[config.mk]
export PLATFORM = sky130hd
export DESIGN_NAME = lab1a_operand_loader
export DESIGN_NICKNAME = d
export VERILOG_FILES = /design/src/rtl/lab1a_operand_loader.sv
export SDC_FILE = /design/constraint.sdc
export NUM_CORES = 1
export LEC_CHECK = 0
export CORE_UTILIZATION = 40
export CTS_CLUSTER_SIZE = 28
export DETAILED_ROUTE_END_ITERATION = 16
export PLACE_DENSITY = 0.73
export SLEW_MARGIN = 0
export SYNTH_ARGS = -nofsm -noshare
export SYNTH_HDL_FRONTEND = slang
export SYNTH_SLANG_ARGS = --single-unit
export TNS_END_PERCENT = 100
[constraint.sdc]
create_clock -name clk -period 1.8 [get_ports clk]
set_input_delay 0.36 -clock clk [delete_from_list [all_inputs] [get_ports clk]]
set_output_delay 0.36 -clock clk [all_outputs]
set_load 0.03 [all_outputs]
[src/rtl/lab1a_operand_loader.sv]
// rtl/lab1a_operand_loader.sv - captures two operands from sw and drives x/y/s of a downstream 2:1 mux
// Optional feature macro: LAB1A_AUTO_TOGGLE_EN (counter-driven s toggling in RUN instead of ld-driven).
module lab1a_operand_loader #(
    parameter int unsigned PERIOD = 50
) (
    input  logic       clk,
    input  logic       reset,
    input  logic [7:0] sw,
    input  logic       ld,
    input  logic       clr,
    output logic [7:0] x,
    output logic [7:0] y,
    output logic       s,
    output logic       valid
);

    typedef enum logic [1:0] {
        ST_IDLE  = 2'd0,
        ST_GET_Y = 2'd1,
        ST_RUN   = 2'd2
    } state_t;

    state_t      r_state;
    state_t      w_state_nxt;
    logic        r_ld_q;
    logic        w_ld_rise;
    logic [7:0]  r_x;
    logic [7:0]  r_y;
    logic [7:0]  w_x_nxt;
    logic [7:0]  w_y_nxt;
    logic        r_s;
    logic        r_valid;
    logic        w_s_nxt;
    logic        w_valid_nxt;
    logic        w_toggle;

    if (PERIOD < 1 || PERIOD > 65535) begin : g_bad_period
        $error("PERIOD must be in 1..65535");
    end

    assign w_ld_rise = ld & ~r_ld_q;

`ifdef LAB1A_AUTO_TOGGLE_EN
    localparam logic [15:0] LP_LAST = 16'(PERIOD - 1);

    logic [15:0] r_cnt;
    logic [15:0] w_cnt_nxt;
    logic        w_wrap;

    assign w_wrap   = (r_cnt == LP_LAST);
    assign w_toggle = w_wrap;

    // Counter only advances in RUN; any other state (or clr) leaves it at 0 for the next RUN entry.
    always_comb begin
        w_cnt_nxt = '0;
        if (!clr && r_state == ST_RUN && !w_wrap) begin
            w_cnt_nxt = r_cnt + 16'd1;
        end
    end

    always_ff @(posedge clk) begin
        if (reset) begin
            r_cnt <= '0;
        end else begin
            r_cnt <= w_cnt_nxt;
        end
    end
`else
    assign w_toggle = w_ld_rise;
`endif

    always_comb begin
        w_state_nxt = r_state;
        w_x_nxt     = r_x;
        w_y_nxt     = r_y;
        w_s_nxt     = r_s;
        w_valid_nxt = r_valid;
        if (clr) begin
            w_state_nxt = ST_IDLE;
            w_s_nxt     = 1'b0;
            w_valid_nxt = 1'b0;
        end else begin
            case (r_state)
                ST_IDLE: begin
                    w_s_nxt     = 1'b0;
                    w_valid_nxt = 1'b0;
                    if (w_ld_rise) begin
                        w_x_nxt     = sw;
                        w_state_nxt = ST_GET_Y;
                    end
                end
                ST_GET_Y: begin
                    w_s_nxt     = 1'b0;
                    w_valid_nxt = 1'b0;
                    if (w_ld_rise) begin
                        w_y_nxt     = sw;
                        w_valid_nxt = 1'b1;
                        w_state_nxt = ST_RUN;
                    end
                end
                ST_RUN: begin
                    w_valid_nxt = 1'b1;
                    if (w_toggle) begin
                        w_s_nxt = ~r_s;
                    end
                end
                default: begin
                    w_state_nxt = ST_IDLE;
                    w_s_nxt     = 1'b0;
                    w_valid_nxt = 1'b0;
                end
            endcase
        end
    end

    // ld_q resets high so a level held through reset is not seen as a rising edge.
    always_ff @(posedge clk) begin
        if (reset) begin
            r_state <= ST_IDLE;
            r_ld_q  <= 1'b1;
            r_x     <= 8'h00;
            r_y     <= 8'h00;
            r_s     <= 1'b0;
            r_valid <= 1'b0;
        end else begin
            r_state <= w_state_nxt;
            r_ld_q  <= ld;
            r_x     <= w_x_nxt;
            r_y     <= w_y_nxt;
            r_s     <= w_s_nxt;
            r_valid <= w_valid_nxt;
        end
    end

    assign x     = r_x;
    assign y     = r_y;
    assign s     = r_s;
    assign valid = r_valid;

endmodule

==> metrics.yaml <==
outcome:
  status: "completed"
global_route:
  grt_pass1_wl_um: 2390
  grt_max_degree: 13
  grt_pass1_vias: 582
  grt.overflow.total: 0
  antenna_found_initial: 0
  grt.total_usage_pct: 15.1
setup_path:
  path_delay_family: "buffers and inverters"
  end_kind: "primary output"
  reg2reg_depth: 5
  r2r-end: "y[0]"
  worstPathArrival_ns: 1.33
  max_stage_delay_ns: 0.68
  cp_max_fo: 2
  r2r_setup_slack_ns: 0.30
  critical_path.cell_chain: "clkdlybuf4s50_1"
  crit_buf_inv: 1
  reg2reg_from: "r_state[1]"
  slowest_stage: "clkdlybuf4s50_1"
  crit_start: "x[1]"
  crit_path_start_kind: "register"
  crit_required_ns: 1.44
  criticalPathCategory: "reg2out"
route:
  drt-initial-drc-count: 8
  viasPerCell: 4.88
  via_count: 664
  drtAntennaViolNets: 0
  wl_per_cell_um: 12.1
  post-route-drc-count: 0
  wl_um: 1650
  first_pass_iters: 4
clock_network:
  numCtsBuffers: 3
  cts_tree: "built"
  cts_buffer_depth: 2
  clk_pin_slew_worst_paths_ns: 0.12
  cts_setup_buffers: 0
  cts-root-buf: "clkbuf_4"
  hold_buffers: 0
  htreeDepth: 1
  worstSkewPairLatency_ns: 0.29
  clock_sinks: 21
  cts_resized: 0
floorplan:
  pin_count: 30
  die_w_um: 47.6
  rows: 16
  die_area_um2: 2270
  die_y_um: 47.6
  initial_core_util_pct: 42.4
  core-area_um2: 1960
sta:
  finalSetupTns_ns: 0
  setup_violations: 0
  worstMarginPinSlew_ns: 0.326
  slew_headroom_pct: 78.2
  worst_hold_slack_ns: 0.505
  max_freq_ghz: 0.591
  rsz0062_at_grt: "false"
  finalHoldViolCount: 0
  layout_min_cycle_time_ns: 1.69
  finalMaxSlewViolations: 0
  fin_skew_ns: 0.00196
  fin_crit_sh_pct: 94.0
layout:
  nets: 125
  final_common_cell: "clkdlybuf4s50_1"
  fillCellCount: 187
  layout_common_cells: "clkdlybuf4s50_1, dfxtp_1, mux2i_1, nor2_1"
  drive_gt1_share_pct: 10.1
  antenna_cells: 0
  final_cells: 136
  area.growth.synth_to_final_pct: 41.4
logic_synthesis:
  netlist-cell-type-count: 19
  syn_nets: 92
  synth-seq-area-share_pct: 50.5
  yosysTopAreaCellShare_pct: 50.5
  synth.yosys.warnings: 0
  synth_area_um2: 832
  synthTopCellsByArea: "dfxtp_1, mux2i_1, nor2_1, ha_1, and4bb_2"
  avgSynthCellArea_um2: 10.8
  synth.ff_latch_count: 21
  yosysTopAreaCell: "dfxtp_1"
  synthArstFlopShare_pct: 0
  synth_cells: 77
  synth-edff-count: 0
  synth-main-ff-cell: "dfxtp_1"
min_path:
  holdCritPathClass: "reg2reg"
  min_from: "r_state[0]"
  hold_depth: 2
  min_to: "r_state[0]"
power:
  seqPwrFrac_pct: 61.1
  power.density_nw_per_um2: 662
  intPower_w: 0.000598
  netSwitchingPower_w: 0.000180
  p_leak_nw: 0.402
  p_total_w: 0.000778
  sw_frac_of_total_pct: 23.1
  clkPwrFrac_pct: 28.6
  power_frac_comb_pct: 10.4
  ir_drop_v: 0.000505
flow_run:
  cap_violations: 0
place:
  gp_congestion: 0.840
  hpwl_um: 1210
  place_inst: 132
  portBuffers: 29
## through the flow
stage                     setup slack [ns]  util (%)  instance area (um2)
after floorplan                      0.521         -                  832
after global placement              0.0994      58.5                 1150
after detailed placement            0.0705      58.5                 1150
after CTS                           0.0960      59.9                 1180
after global routing                0.0496      59.9                 1180
final                                0.108      59.9                 1180
## synthesized netlist by cell type (2+ instances only)
master / instances
dfxtp_1: 21
buf_6: 2
and4bb_2: 2
nand2_1: 2
mux2i_1: 16
nor4b_1: 2
inv_1: 2
clkbuf_1: 2
nor2_1: 16
ha_1: 3
## final cells by class
class                           count  area, um2  area share, %
Clock inverter                      1       5.00          0.426
Inverter                            2       7.51          0.638
Clock buffer                        3       22.5           1.91
Sequential cell                    21        420           35.7
Timing Repair Buffer               32        313           26.6
Multi-Input combinational cell     50        374           31.8
Tap cell                           27       33.8           2.87
## power groups by stage
| stage | clock network [W] | registers [W] | logic (W) |
|---|---|---|---|
| finish | 0.000222 | 0.000475 | 0.0000806 |
| global route | 0.000253 | 0.000476 | 0.0000859 |
| CTS | 0.000228 | 0.000475 | 0.0000809 |
| detailed placement | 0 | 0.000486 | 0.0000803 |
| global placement | 0 | 0.000486 | 0.0000796 |
| floorplan | 0 | 0.000493 | 0.0000270 |
## worst max-delay path by stage
stage               cells past startpoint  endpoint
global placement                        4      y[6]
global route                            1      x[4]
CTS                                     1      x[6]
floorplan                               6      y[4]
detailed placement                      4      y[0]
finish                                  1      x[1]
## worst reg2reg max path, cell delays in order, from the launching register on
cell	delay, ns
dfxtp_1	0.35
inv_1	0.10
ha_1	0.22
and4bb_2	0.45
mux2i_1	0.24
nor2_1	0.06
## state kept, by name, summed over array words and instances (netlist names)
| register | cells |
|---|---|
| r_state | 2 |
| y | 8 |
| valid | 1 |
| x | 8 |
| s | 1 |
| r_ld_q | 1 |
## per-layer routing
layer  vias up  wire length, um  track usage [%]
li1        326                -                -
met1       315              793             20.5
met2        21              758             23.0
met3         2               91             4.15
met4         0                6             5.56
met5         -                0                0
## logic make-up after synthesis
kind of cell             Yosys count  synth area share, %
AND/OR/NAND/NOR                   26                 17.0
flip-flops                        21                 50.5
multiplexers                      16                 19.2
buffers and inverters              6                 4.51
AO/OA/AOI/OAI                      4                 3.16
adder cells (fa/ha/maj)            3                 4.51
XOR/XNOR                           1                 1.05
Note: power is estimated with default switching activity, not from simulation.
